File: src/rtl/hit_logger_if.sv
// Output stream of hit_logger: a show-ahead timestamp FIFO head.
// Handshake: a beat transfers on a rising clk edge with out_valid & out_ready; out_ts is held while out_valid & !out_ready.
interface hit_logger_if #(
  parameter int TSW = 16
);
  logic           out_valid;
  logic           out_ready;
  logic [TSW-1:0] out_ts;

  modport master (output out_valid, output out_ts, input out_ready);
  modport slave  (input out_valid, input out_ts, output out_ready);
endinterface

File: src/rtl/hit_logger.sv
// Timestamps gated hit pulses from a free-running counter into a small FIFO with sticky overflow.
// Optional saturating drop counter is enabled by defining HIT_LOGGER_DROPCNT_EN.
module hit_logger #(
  parameter int TSW     = 16,
  parameter int DEPTH   = 4,
  parameter int HOLDOFF = 0
) (
  input  logic                       clk,
  input  logic                       rst_n,
  input  logic                       hit,
  input  logic                       clr,
  hit_logger_if.master               out_if,
  output logic [$clog2(DEPTH+1)-1:0] level,
  output logic                       ovf,
  output logic [7:0]                 drop_cnt
);

  localparam int AW = $clog2(DEPTH);
  localparam int LW = $clog2(DEPTH + 1);
  localparam int HW = (HOLDOFF > 0) ? $clog2(HOLDOFF + 1) : 1;

  logic [TSW-1:0] ts_q, ts_d;
  logic [HW-1:0]  hoc_q, hoc_d;
  logic [TSW-1:0] mem_q [DEPTH];
  logic [TSW-1:0] mem_d [DEPTH];
  logic [AW-1:0]  wptr_q, wptr_d;
  logic [AW-1:0]  rptr_q, rptr_d;
  logic [LW-1:0]  level_q, level_d;
  logic           ovf_q, ovf_d;
  logic           gated, full, pop, push, drop;

  // A full FIFO still takes a hit when the head leaves in the same cycle.
  always_comb begin
    gated = hit & ((HOLDOFF == 0) || (hoc_q == '0));
    full  = (level_q == LW'(DEPTH));
    pop   = (level_q != '0) & out_if.out_ready;
    push  = gated & (~full | pop);
    drop  = gated & full & ~pop;
  end

  always_comb begin
    ts_d    = ts_q + TSW'(1);
    hoc_d   = hoc_q;
    mem_d   = mem_q;
    wptr_d  = wptr_q;
    rptr_d  = rptr_q;
    level_d = level_q + LW'(push) - LW'(pop);
    ovf_d   = clr ? 1'b0 : ovf_q;

    // Dropped hits reload the holdoff too; ignored hits never do.
    if (HOLDOFF == 0)       hoc_d = '0;
    else if (gated)         hoc_d = HW'(HOLDOFF);
    else if (hoc_q != '0)   hoc_d = hoc_q - HW'(1);

    if (push) begin
      mem_d[wptr_q] = ts_q;
      wptr_d        = wptr_q + AW'(1);
    end
    if (pop)  rptr_d = rptr_q + AW'(1);
    if (drop) ovf_d  = 1'b1;
  end

  always_ff @(posedge clk or negedge rst_n) begin
    if (!rst_n) begin
      ts_q    <= '0;
      hoc_q   <= '0;
      mem_q   <= '{default: '0};
      wptr_q  <= '0;
      rptr_q  <= '0;
      level_q <= '0;
      ovf_q   <= 1'b0;
    end else begin
      ts_q    <= ts_d;
      hoc_q   <= hoc_d;
      mem_q   <= mem_d;
      wptr_q  <= wptr_d;
      rptr_q  <= rptr_d;
      level_q <= level_d;
      ovf_q   <= ovf_d;
    end
  end

  assign out_if.out_valid = (level_q != '0);
  assign out_if.out_ts    = mem_q[rptr_q];
  assign level            = level_q;
  assign ovf              = ovf_q;

`ifdef HIT_LOGGER_DROPCNT_EN
  logic [7:0] drop_cnt_q, drop_cnt_d;

  // Clear takes effect before a drop in the same cycle, so that drop still counts.
  always_comb begin
    drop_cnt_d = clr ? 8'd0 : drop_cnt_q;
    if (drop && (drop_cnt_d != 8'hFF)) drop_cnt_d = drop_cnt_d + 8'd1;
  end

  always_ff @(posedge clk or negedge rst_n) begin
    if (!rst_n) drop_cnt_q <= 8'd0;
    else        drop_cnt_q <= drop_cnt_d;
  end

  assign drop_cnt = drop_cnt_q;
`else
  assign drop_cnt = 8'd0;
`endif

endmodule

File: src/flat_wrapper.sv
// flat-port wrapper written by rule: the top's interface ports become plain ports
module hit_logger_flat 
#(
  parameter int TSW     = 16,
  parameter int DEPTH   = 4,
  parameter int HOLDOFF = 0
)
  (clk, rst_n, hit, clr, level, ovf, drop_cnt, out_if_out_valid, out_if_out_ts, out_if_out_ready);
  hit_logger_if #(.TSW(TSW)) out_if_i ();
  input  logic clk;
  input  logic rst_n;
  input  logic hit;
  input  logic clr;
  output logic [$clog2(DEPTH+1)-1:0] level;
  output logic ovf;
  output logic [7:0] drop_cnt;
  output wire logic [$bits(out_if_i.out_valid)-1:0] out_if_out_valid;
  output wire logic [$bits(out_if_i.out_ts)-1:0] out_if_out_ts;
  input wire logic [$bits(out_if_i.out_ready)-1:0] out_if_out_ready;
  assign out_if_out_valid = out_if_i.out_valid;
  assign out_if_out_ts = out_if_i.out_ts;
  assign out_if_i.out_ready = out_if_out_ready;
  hit_logger #(.TSW(TSW), .DEPTH(DEPTH), .HOLDOFF(HOLDOFF)) u_core (.clk(clk), .rst_n(rst_n), .hit(hit), .clr(clr), .out_if(out_if_i), .level(level), .ovf(ovf), .drop_cnt(drop_cnt));
endmodule
File: config.mk
export PLATFORM = sky130hd
export DESIGN_NAME = hit_logger_flat
export DESIGN_NICKNAME = d
export VERILOG_FILES = /design/src/rtl/hit_logger_if.sv /design/src/rtl/hit_logger.sv /design/src/flat_wrapper.sv
export SDC_FILE = /design/constraint.sdc
export NUM_CORES = 1
export LEC_CHECK = 0
export CAP_MARGIN = 20
export CORE_ASPECT_RATIO = 0.9
export CORE_MARGIN = 2
export CORE_UTILIZATION = 45
export DETAILED_ROUTE_END_ITERATION = 16
export PLACE_DENSITY = 0.7
export SLEW_MARGIN = 25
export SYNTH_ARGS = -nofsm -noshare
export SYNTH_HDL_FRONTEND = slang
export SYNTH_SLANG_ARGS = --single-unit
File: constraint.sdc
create_clock -name clk -period 2.76 [get_ports clk]
set_input_delay 0.414 -clock clk [delete_from_list [all_inputs] [get_ports clk]]
set_output_delay 0.414 -clock clk [all_outputs]
set_load 0.05 [all_outputs]
==> impl.org, run 1 <==
** Floorplanning
- The floorplan step set the die height to between 90 and 100 µm.
- In this run the count of I/O pins placed on the die edge is 34.
- Core Area :: approximately 0.009 mm²
- Die Width :: 105 µm
- Once the floorplan was initialized, standard cells occupied between 40% and 50% of the core.
- After floorplanning, the core was divided into 33 placement rows.
- The floorplan step defined a die boundary enclosing 0.00996 mm².

** Clock tree
- Clock-pin slew was measured on the worst setup and hold paths at ~80 ps.
- Max Buffers Root-to-Sink :: 2
- Clock tree synthesis found a total of 88 sinks.
- Clock tree from TritonCTS :: yes
- The number of gates resized after CTS was 0.
- Number of CTS-inserted buffers :: 9
- Buffer cell driving the clock tree root :: sky130_fd_sc_hd__clkbuf_8
- Count of H-tree levels built during CTS :: 3
- Latest clock arrival within the worst-skew pair :: roughly 360 ps
- Post-CTS Repair Setup Buffers :: 0
- For this design, the CTS-stage hold fixing added 0 buffers.

** Hold path
- The min-delay analysis places its worst path in the category in -> async.

** Worst setup path
- Critical Path End Type :: output pin
- Data required time of the critical path :: 2350 ps
- The signal on the critical path passes through buf_12 -> mux4_2 -> buf_4.
- Setup Crit Path Kind :: reg -> out
- On the critical path, the stage with the largest delay is an instance of sky130_fd_sc_hd__dfrtp_1.
- WP data arrival :: about 2000 ps
- The largest single stage delay on the critical path is 670 ps.
- Type of origin of the critical path :: register
- Along the worst path, the maximum fanout reaches 12.

** GRT
- Maximum number of pins on one net before global-route repair :: 47
- Remaining global-route overflow :: 0
- Global-route wire length before repair :: around 12000 µm
- Via count of the first global-routing pass :: around 2.1k
- GR Util All Layers :: 15.7%
- The number of antenna violations at the first check in global routing was 0.

** STA
- In this run the tightest slew margin relative to its limit is between 30 and 40%.
- Maximum clock rate :: between 400 and 500 MHz
- Tmin final :: about 2400 ps
- The final max-slew violation count came to 0.
- For the pin with the worst max-slew slack, the measured transition is 1030 ps.
- Unrepaired setup endpoints after global routing :: no
- Across all setup checks in the final design, the least slack found is approximately 340 ps.
- The clock arrives with 7.66 ps of skew.
- Total of endpoints with negative setup slack in the final report :: 0
- Hold Fails Final Rpt :: 0
- Setup TNS after final layout :: 0 ps
- Of the available clock period, the critical path in the final layout requires 87.6%.

** Drt
- Across all layers, the routed design uses between 2k and 2.5k vias.
- Iteration-0 DRC count of the detailed router :: between 100 and 150
- WL/cell :: ~16 µm
- Routed Antenna Nets :: 0
- Pre-antenna DRT Iters :: 4
- In the routed layout, each cell is associated on average with a via count of between 5 and 6.
- Total detailed-routing wirelength :: just under 7000 µm
- Number of design rule violations left after detail routing :: 0

** Synth
- Number of instances in the synthesized netlist :: ~260
- By area the synthesized netlist is led by sky130_fd_sc_hd__dfrtp_1 53%, sky130_fd_sc_hd__mux2_4 11%, sky130_fd_sc_hd__mux2_2 9.3%.
- Synthesis inferred 88 register bits.
- sky130_fd_sc_hd__dfrtp_1 takes more of the synthesized area than any other cell.
- Among all flip-flop cells after synthesis, the most frequent one is sky130_fd_sc_hd__dfrtp_1.
- Post-Syn Area per Cell :: about 16 µm²
- Post-Synthesis Cell Area :: about 0.0041 mm²
- Area share of the largest cell type after synthesis :: between 50% and 60%
- Total number of yosys warnings :: 0
- Fraction of the yosys area taken by sequential cells :: 53.3%
- After synthesis, the share of flip-flops with an asynchronous set or reset is 100%.
- Post-synth cell types :: 29
- The synthesized design contains 0 enable-type register cells.

** Placement
- Counting tap cells, the placed design contains a total of between 300 and 400 instances.
- Total of buffers placed on input and output ports :: 25
- Detailed-placement wirelength estimate :: about 4400 µm
- Routability-driven placement finished with a final weighted congestion of 0.684.
- Pre-CTS WS :: between 40 and 50 ps

** Pwr
- Total leakage power :: between 0.002 and 0.0025 µW
- Across the VDD grid, the largest voltage drop is 838 µV.
- Power spread over the standard cell area amounts to 941 mW/mm².

** Finish
- The repair_antennas step left the layout with diodes totalling 0.
- Leaving out filler cells and counting taps, the final layout contains 414.
- Post-layout util :: 51.4%
- Most common library cell in the layout ignoring fill and taps :: sky130_fd_sc_hd__dfrtp_1
- Layout cell share with drive strength beyond 1 :: 42.5%
- Final net count :: 300
- Relative to the synthesized area, the layout overhead comes to 11.9%.
- Commonest cells after routing, fill and taps aside :: 88 x sky130_fd_sc_hd__dfrtp_1, 34 x sky130_fd_sc_hd__mux2_2, 30 x sky130_fd_sc_hd__mux2_4

** Run status
- Result of the run :: completed

** Flow run
- The tool flagged a number of max-cap violations equal to 0.
-- cell type report --
cell class	instances	area, µm²
fill	798	4380
timing repair buffer	28	255
sequential	88	2200
tap	122	153
multi-input combinational	151	1750
clock inverter	6	92.6
inverter	9	33.8
clock buffer	10	138
-- state kept, by name, indices dropped and copies added, names as in the netlist --
register	cells
u_core.wptr_q	2
u_core.rptr_q	2
u_core.mem_q	64
u_core.level	3
u_core.ts_q	16
u_core.ovf	1
-- synth_stat cells (2+ instances only) --
cell type / number
sky130_fd_sc_hd__buf_2: 3
sky130_fd_sc_hd__mux2_2: 34
sky130_fd_sc_hd__ha_1: 7
sky130_fd_sc_hd__inv_1: 9
sky130_fd_sc_hd__nor2_1: 2
sky130_fd_sc_hd__o21ai_0: 2
sky130_fd_sc_hd__nand3_1: 9
sky130_fd_sc_hd__nand2_1: 9
sky130_fd_sc_hd__nor3_1: 2
sky130_fd_sc_hd__buf_4: 9
sky130_fd_sc_hd__xnor2_1: 14
sky130_fd_sc_hd__mux2_4: 30
sky130_fd_sc_hd__nand2_8: 3
sky130_fd_sc_hd__dfrtp_1: 88
sky130_fd_sc_hd__buf_6: 2
sky130_fd_sc_hd__xor2_1: 5
sky130_fd_sc_hd__and3_1: 2
sky130_fd_sc_hd__mux4_2: 16
sky130_fd_sc_hd__clkbuf_1: 3
sky130_fd_sc_hd__buf_12: 3
-- through the flow --
stage	hold slack [ps]	power, µW	cell area, µm²
global route	78.9	4570	4620
finish	50.4	4350	4620
detailed placement	456	3410	4390
floorplan	118	3030	4160
global placement	454	3370	4390
CTS	55.2	4410	4620
-- metal layers --
metal | track usage [%] | share of wire, %
met5 | 0 | 0
met2 | 24.6 | 49
met1 | 20.7 | 45
met4 | 4.00 | 0.81
met3 | 6.07 | 5.5
-- worst max-delay path, delay by kind of cell, from the launching register on --
family,cells,cell delay [ps]
flip-flops,1,670
multiplexers,1,530
buffers and inverters,2,440
-- power by group --
part           internal [µW]  leakage (µW)  switching, µW  total (µW)
combinational            727      0.000917            924        1650
clock                    537      0.000109            457         993
sequential              1510       0.00114            191        1700
total                   2780       0.00216           1570        4350
-- cell families after synthesis --
logic type                 Yosys count  share of synthesized area, %
AOI/OAI and AO/OA                    2                         0.242
xor gates and xnor gates            19                          4.03
adders and majority gates            8                          2.60
buffers and inverters               29                          5.09
DFF                                 88                          53.3
muxes                               80                          28.9
other                                1                        0.0908
and+or+nand+nor                     34                          5.75
-- path summary, 6_finish.rpt --
path	to	slack [ps]	cells after the start	startpoint
max	out_if_out_ts[4]	340	3	u_core.rptr_q[0]
min	u_core.mem_q[29]	50	1	rst_n
max reg2reg	u_core.level[2]	400	9	u_core.level[1]
min reg2reg	u_core.mem_q[17]	510	1	u_core.mem_q[17]
max in group asynchronous	u_core.mem_q[48]	2080	2	rst_n
min in group clk	u_core.mem_q[17]	510	1	u_core.mem_q[17]
Power figures use the tool's default switching activity.
==> run 2, diff against run 1 <==
Settings changed: CORE_MARGIN 2 to default.
Clock period 2.76 ns to 2.6 ns, I/O delays scaled along.
==> impl.org, run 2 (synthesis gave the netlist of run 1 again) <==
** Run status
- Result of the run :: completed

** Floorplanning
- The starting density of the core is 47.3% (+1.4 points).
- Core Area :: 0.00873 mm² (-3.0%)
- Die Width :: 103 µm (-1.9%)
- Die Height :: 92.9 µm (-2.1%)
- The total die area is 0.00957 mm² (-4.0%).
- The row count is 32 (-3.0%).
- The count of pins on the block boundary is 34 (unchanged).

** Hold path
- Min-delay worst type :: in -> async

** Clock tree
- The total of hold buffers inserted after clock tree synthesis was 0 (unchanged).
- The number of H-tree branching levels came to 3 (unchanged).
- The clock latency reported for the late side of the worst-skew pair came to 350 ps (about the same).
- Buffer cell driving the clock tree root :: sky130_fd_sc_hd__clkbuf_8
- The clock edge transition at the registers on the reported setup and hold paths was 90 ps (about the same).
- Clock tree from TritonCTS :: yes
- Post-CTS Repair Setup Buffers :: 0 (unchanged)
- Number of CTS-inserted buffers :: 9 (unchanged)
- The number of clock sinks is 88 (unchanged).
- Max Buffers Root-to-Sink :: 2 (unchanged)
- Number of gates given a new drive strength after cts :: 0 (unchanged)

** Worst setup path
- In this design, the largest share of critical-path delay is due to simple AND/OR/NAND/NOR gates.
- Crit path buffers/inverters :: 2 (unchanged)
- By instance count, the cell type seen most on the critical path is sky130_fd_sc_hd__xnor2_1.
- Type of origin of the critical path :: input pin
- Delay of the slowest critical-path stage :: 630 ps (-40 ps)
- The data arrival time of the critical path came to 2610 ps (+610 ps).
- The worst endpoint required time was 2870 ps (+520 ps).
- R2r setup slk :: 280 ps (-120 ps)
- The worst setup path is of the in -> reg kind.
- The maximum fanout count along the critical path was 7 (-5).
- Critical-path top delay cell :: sky130_fd_sc_hd__nor2b_2
- Critical Path End Type :: register
- Cell-by-cell trace of the critical path :: clkdlybuf4s50_1 -> nor4b_4 -> nor2b_2 -> ha_1 -> inv_1 -> fa_1 -> xnor2_1 -> xnor2_1

** GRT
- The number of antenna violations at the first check in global routing is 0 (unchanged).
- Global-route wire length before repair :: 11700 µm (+0.42%)
- Remaining global-route overflow :: 0 (unchanged)
- The global router's overall resource usage is 16.7% (+1.0 points).
- The pin count of the biggest net entering global routing was 47 (unchanged).
- Via count of the first global-routing pass :: 2230 (+3.9%)

** Drt
- The number of violations reported at the end of detailed-routing iteration 0 was 48 (-52%).
- The aggregate routed wire length was 6850 µm (+0.54%).
- Routed Antenna Nets :: 0 (unchanged)
- The detail-routed via count per cell was 5.08 (+1.6%).
- The number of vias in the routed layout is 2089 (+0.87%).
- Number of design rule violations left after detail routing :: 0 (unchanged)
- The detailed-route wire length per cell came to 16.7 µm (+1.3%).
- The number of iterations in the first detailed-routing pass is 4 (unchanged).

** STA
- The final setup slack of the worst path was 268 ps (-75.2 ps).
- Tmin final :: 2330 ps
- The number of endpoints failing setup at the final stage is 0 (unchanged).
- Setup TNS after final layout :: 0 ps (unchanged)
- The number of hold-slack violations in the final timing report is 0 (unchanged).
- Derived from the worst setup path, the maximum achievable clock frequency is between 400 and 500 MHz.
- The worst max-slew margin expressed relative to the limit is 32.8% (+1.7 points).
- The final max-slew violation count was 0 (unchanged).
- The slew at the pin with the worst max-slew slack was 1010 ps (-25.2 ps).
- Setup repair after global routing left no endpoint under its margin.
- The largest clock skew in the final design is 7.12 ps (-0.545 ps).
- Final clock period utilization by the worst path :: between 80% and 90%

** Pwr
- Total leakage power :: 0.00218 µW (+0.81%)
- Maximum resistive drop on vdd :: 733 µV (-13%)
- The areal power density over the cells came to 1020 mW/mm² (+8.1%).

** Placement
- The count of buffers inserted at the top-level ports was 25 (unchanged).
- The pre-CTS setup slack is -113 ps (-155 ps).
- The routability congestion estimate is 0.650 (-5.1%).
- Cell Area, Placed :: 0.00438 mm² (-0.31%)
- The detailed placer's ending HPWL is 4370 µm (-0.99%).

** Finish
- The final standard cell area without fillers was 0.00464 mm² (+0.43%).
- Most common library cell in the layout ignoring fill and taps :: sky130_fd_sc_hd__dfrtp_1
- Number of antenna cells inserted :: 0 (unchanged)
- Commonest cells after routing, fill and taps aside :: 86 x sky130_fd_sc_hd__dfrtp_1, 34 x sky130_fd_sc_hd__mux2_2, 30 x sky130_fd_sc_hd__mux2_4
- Relative to the synthesized area, the layout overhead comes to 12.4%.
- Largest reg by FF count :: u_core.mem_q
- Number of flip-flops under the largest register name :: 64 (unchanged)
- The final core utilization was 53.2% (+1.8 points).
- Final net count :: 300 (unchanged)
- Layout cell share with drive strength beyond 1 :: 43.2% (+0.68 points)

** Flow run
- Max-cap check violation count :: 0 (unchanged)
## run 2: cell types whose count changed in the layout (fill, tap and decap cells not counted), sizes merged
| cell | change |
|---|---|
| clkbuf | +2 |
| bufinv | +1 |
| clkinv | -1 |
| clkinvlp | -2 |
## run 2: stage by stage
step / hold WS, ps / cells / power (µW)
finish: 22.5 / 411 / 4720
global placement: 416 / 395 / 3540
CTS: 29.1 / 411 / 4800
floorplan: 94.4 / 268 / 3220
global route: 43.8 / 411 / 4990
detailed placement: 421 / 395 / 3590
## run 2: cell type report
cell class                      instances  area (µm²)
Multi-Input combinational cell        151        1750
Timing Repair Buffer                   28         243
Tap cell                              119         149
Inverter                                9        33.8
Fill cell                             759        4090
Clock inverter                          4        98.8
Clock buffer                           12         165
Sequential cell                        88        2200
## run 2: path summary, 6_finish.rpt
path | start | to | cells after the start
max | out_if_out_ready | u_core.level[2] | 8
min | rst_n | u_core.level[0] | 1
max reg2reg | u_core.level[1] | u_core.level[2] | 9
min reg2reg | u_core.mem_q[19] | u_core.mem_q[19] | 1
max in group asynchronous | rst_n | u_core.mem_q[23] | 2
min in group clk | u_core.mem_q[19] | u_core.mem_q[19] | 1
## run 2: where the power goes
| part | total [µW] | internal, µW | switching (µW) |
|---|---|---|---|
| Combinational | 1780 | 752 | 1030 |
| Sequential | 1750 | 1610 | 144 |
| Clock | 1190 | 719 | 467 |
## run 2: per-layer routing
layer	GRT usage (%)	part of all wire, %	vias up
li1	-	-	950
met1	23.1	48	1102
met2	25.8	47	30
met3	4.30	3.0	7
met4	4.93	1.2	0
met5	0	0	-
## run 2: worst register-to-register path: stages (launching register included)
cell and delay [ps]:
sky130_fd_sc_hd__dfrtp_2 470, sky130_fd_sc_hd__or3_4 380, sky130_fd_sc_hd__and2_1 210, sky130_fd_sc_hd__ha_1 280
sky130_fd_sc_hd__inv_1 50, sky130_fd_sc_hd__ha_1 130, sky130_fd_sc_hd__inv_1 50, sky130_fd_sc_hd__fa_1 370
sky130_fd_sc_hd__xnor2_1 170, sky130_fd_sc_hd__xnor2_1 130
==> run 3, diff against run 2 <==
Settings changed: ABC_CLOCK_PERIOD_IN_PS from default to 2200, SETUP_SLACK_MARGIN from default to 0.4.
Clock period 2.6 ns to 2.2 ns, I/O delays scaled along.
==> impl.org, run 3 (synthesis gave the netlist of run 1 again) <==
** Finish
- Compared with the post-synthesis result, the final layout area differs by 15.9%.
- The number of inserted diodes is 0 (unchanged).
- The number of nets in the layout came to 315 (+5.0%).
- Largest reg by FF count :: u_core.mem_q
- The layout cell share with drive strength beyond 1 was 48.2% (+5.0 points).
- Leaving out fill and tap cells, the most frequent cell in the layout is sky130_fd_sc_hd__dfrtp_1.
- Number of flip-flops under the largest register name :: 64 (unchanged)
- The final core utilization is 54.9% (+1.7 points).
- Fillcell total :: 746 (-1.7%)
- The library cells used most frequently in the layout, excluding fill and tap cells, are 85 x sky130_fd_sc_hd__dfrtp_1, 34 x sky130_fd_sc_hd__mux2_2, 30 x sky130_fd_sc_hd__mux2_4.

** Floorplanning
- The total die area was 0.00957 mm² (unchanged).
- Starting density of the core :: 47.3% (unchanged)
- The die extent in y was 92.9 µm (unchanged).
- The count of pins on the block boundary was 34 (unchanged).
- Die Width :: 103 µm (unchanged)
- Cell row count :: 32 (unchanged)
- The placeable core region is 0.00873 mm² (unchanged).

** Run status
- The final reports fail on hold timing.
- Result of the run :: finished, violations left

** Drt
- The number of nets still failing antenna checks after routing came to 0 (unchanged).
- Vias per inst :: 5.09 (+0.14%)
- Pre-antenna DRT Iters :: 4 (unchanged)
- The number of vias in the routed layout was 2158 (+3.3%).
- The detailed-route wire length per cell came to 17.1 µm (+2.3%).
- Number of design rule violations left after detail routing :: 0 (unchanged)
- The number of violations reported at the end of detailed-routing iteration 0 was 100 (+110%).
- Total detailed-routing wirelength :: 7230 µm (+5.6%)

** STA
- Setup repair after global routing could not meet its margin everywhere.
- Count of final max-slew check failures :: 0 (unchanged)
- Maximum clock rate :: around 480 MHz
- Hold Slack :: -0.0147 ps (-22.5 ps)
- Total of endpoints with negative setup slack in the final report :: 0 (unchanged)
- Max Clock Skew :: 12.1 ps (+4.95 ps)
- The worst path in the final design needs a cycle of roughly 2100 ps, including I/O delays and setup.
- The number of hold-slack violations in the final timing report was 1 (+1).
- Final clock period utilization by the worst path :: between 90 and 100%

** Worst setup path
- Top cell family by delay on the critical path :: adder cells
- Setup Crit Path Kind :: reg -> reg
- The critical path goes through or3_4 -> and2_4 -> ha_4 -> inv_2 -> ha_4 -> inv_2 -> fa_2 -> xnor2_2 -> xnor2_1.
- Delay of the slowest critical-path stage :: 410 ps (-220 ps)
- On the critical path, the stage with the largest delay is an instance of sky130_fd_sc_hd__dfrtp_2.
- Data required time of the critical path :: 2430 ps (-440 ps)
- The worst setup path is launched from a register.
- Crit-path max FO :: 2 (-5)
- The number of buffer and inverter stages on the critical path was 2 (unchanged).
- The data arrival time of the critical path was 2300 ps (-310 ps).
- The worst setup path is captured at a register.

** Placement
- Detailed-placement wirelength estimate :: 4280 µm (-2.2%)
- Total of buffers placed on input and output ports :: 25 (unchanged)
- The routability congestion estimate is 0.701 (+7.8%).

** Clock tree
- The tree is rooted in a sky130_fd_sc_hd__clkbuf_8.
- The clock edge transition at the registers on the reported setup and hold paths was 80 ps (about the same).
- Number of hold-repair buffers added at the cts stage :: 0 (unchanged)
- The worst-case clock buffer depth is 2 (unchanged).
- The number of clock sinks is 88 (unchanged).
- The number of H-tree branching levels was 3 (unchanged).
- TritonCTS built the clock tree.
- The number of buffers added by the clock tree synthesis step is 9 (unchanged).
- Latest clock arrival within the worst-skew pair :: 350 ps (about the same)

** GRT
- The global router's overall resource usage came to 17.0% (+0.30 points).
- The via count of the first global-routing pass was 2274 (+2.0%).
- Maximum number of pins on one net before global-route repair :: 89 (+89%)
- The first-pass GRT wire length is 11900 µm (+1.6%).
- The total global routing overflow came to 0 (unchanged).
- The number of antenna violations at the first check in global routing is 0 (unchanged).

** Pwr
- Post-layout power :: 5660 µW (+20%)
- The areal power density over the cells was 1180 mW/mm² (+16%).
- Total leakage power :: 0.00226 µW (+3.8%)
- Maximum resistive drop on vdd :: 925 µV (+26%)

** Hold path
- The min-delay analysis places its worst path in the category in -> async.

** Flow run
- The number of maximum-capacitance constraint violations came to 0 (unchanged).
[run 3: report_power, final]
part	total, µW	leakage [µW]	switching (µW)	internal (µW)
clock	1190	0.000108	537	655
sequential	2040	0.00113	135	1900
combinational	2430	0.00102	1370	1060
total	5660	0.00226	2040	3620
[run 3: per-stage QoR]
stage	setup TNS [ps]	cell area, µm²	hold slack (ps)	cells	setup slack, ps
after CTS	0	4720	21.4	418	116
after global placement	-1150	4490	403	401	-73.4
after floorplan	-247	4200	34.4	268	-175
final	0	4790	-0.0147	424	123
after global routing	0	4790	21.8	424	69.8
after detailed placement	-999	4490	408	401	-69.2
[run 3: area by class of cell]
| type | instances | area (µm²) | share of cell area [%] |
|---|---|---|---|
| inverter | 9 | 33.8 | 0.706 |
| tap | 119 | 149 | 3.11 |
| clock buffer | 10 | 138 | 2.87 |
| sequential | 88 | 2210 | 46.1 |
| timing repair buffer | 40 | 367 | 7.66 |
| clock inverter | 4 | 70.1 | 1.46 |
| multi-input combinational | 154 | 1830 | 38.1 |
[run 3: repair_timing]
action | in CTS | in global routing
setup endpoints to repair | 87 | 57
gates resized for setup | 6 | 2
gates cloned | 0 | 3
pin swaps | 4 | 3
setup buffers | 3 | 3
[run 3: worst register-to-register path: cells and delay by family (launching register included)]
kind | cells | cell delay [ps]
DFF | 1 | 410
and+or+nand+nor | 2 | 540
adders and majority gates | 3 | 660
xor gates and xnor gates | 2 | 260
buffers and inverters | 2 | 90
[run 3: metal layers]
layer  track usage, %  vias to the layer above  routed length, µm
met5                0                        -                  0
met4             5.28                        0                 78
met3             4.53                       10                202
met2             25.7                       33               3420
met1             23.9                     1137               3530
li1                 -                      978                  -
[run 3: worst paths after layout]
check                      slack, ps                to       startpoint  cells past startpoint
min                            -0.01  u_core.mem_q[43]            rst_n                      2
max in group asynchronous       1790   u_core.level[2]            rst_n                      2
min reg2reg                      510   u_core.mem_q[5]  u_core.mem_q[5]                      1
max                              120   u_core.level[2]  u_core.level[2]                      9
min in group clk                 510   u_core.mem_q[5]  u_core.mem_q[5]                      1
max reg2reg                      120   u_core.level[2]  u_core.level[2]                      9
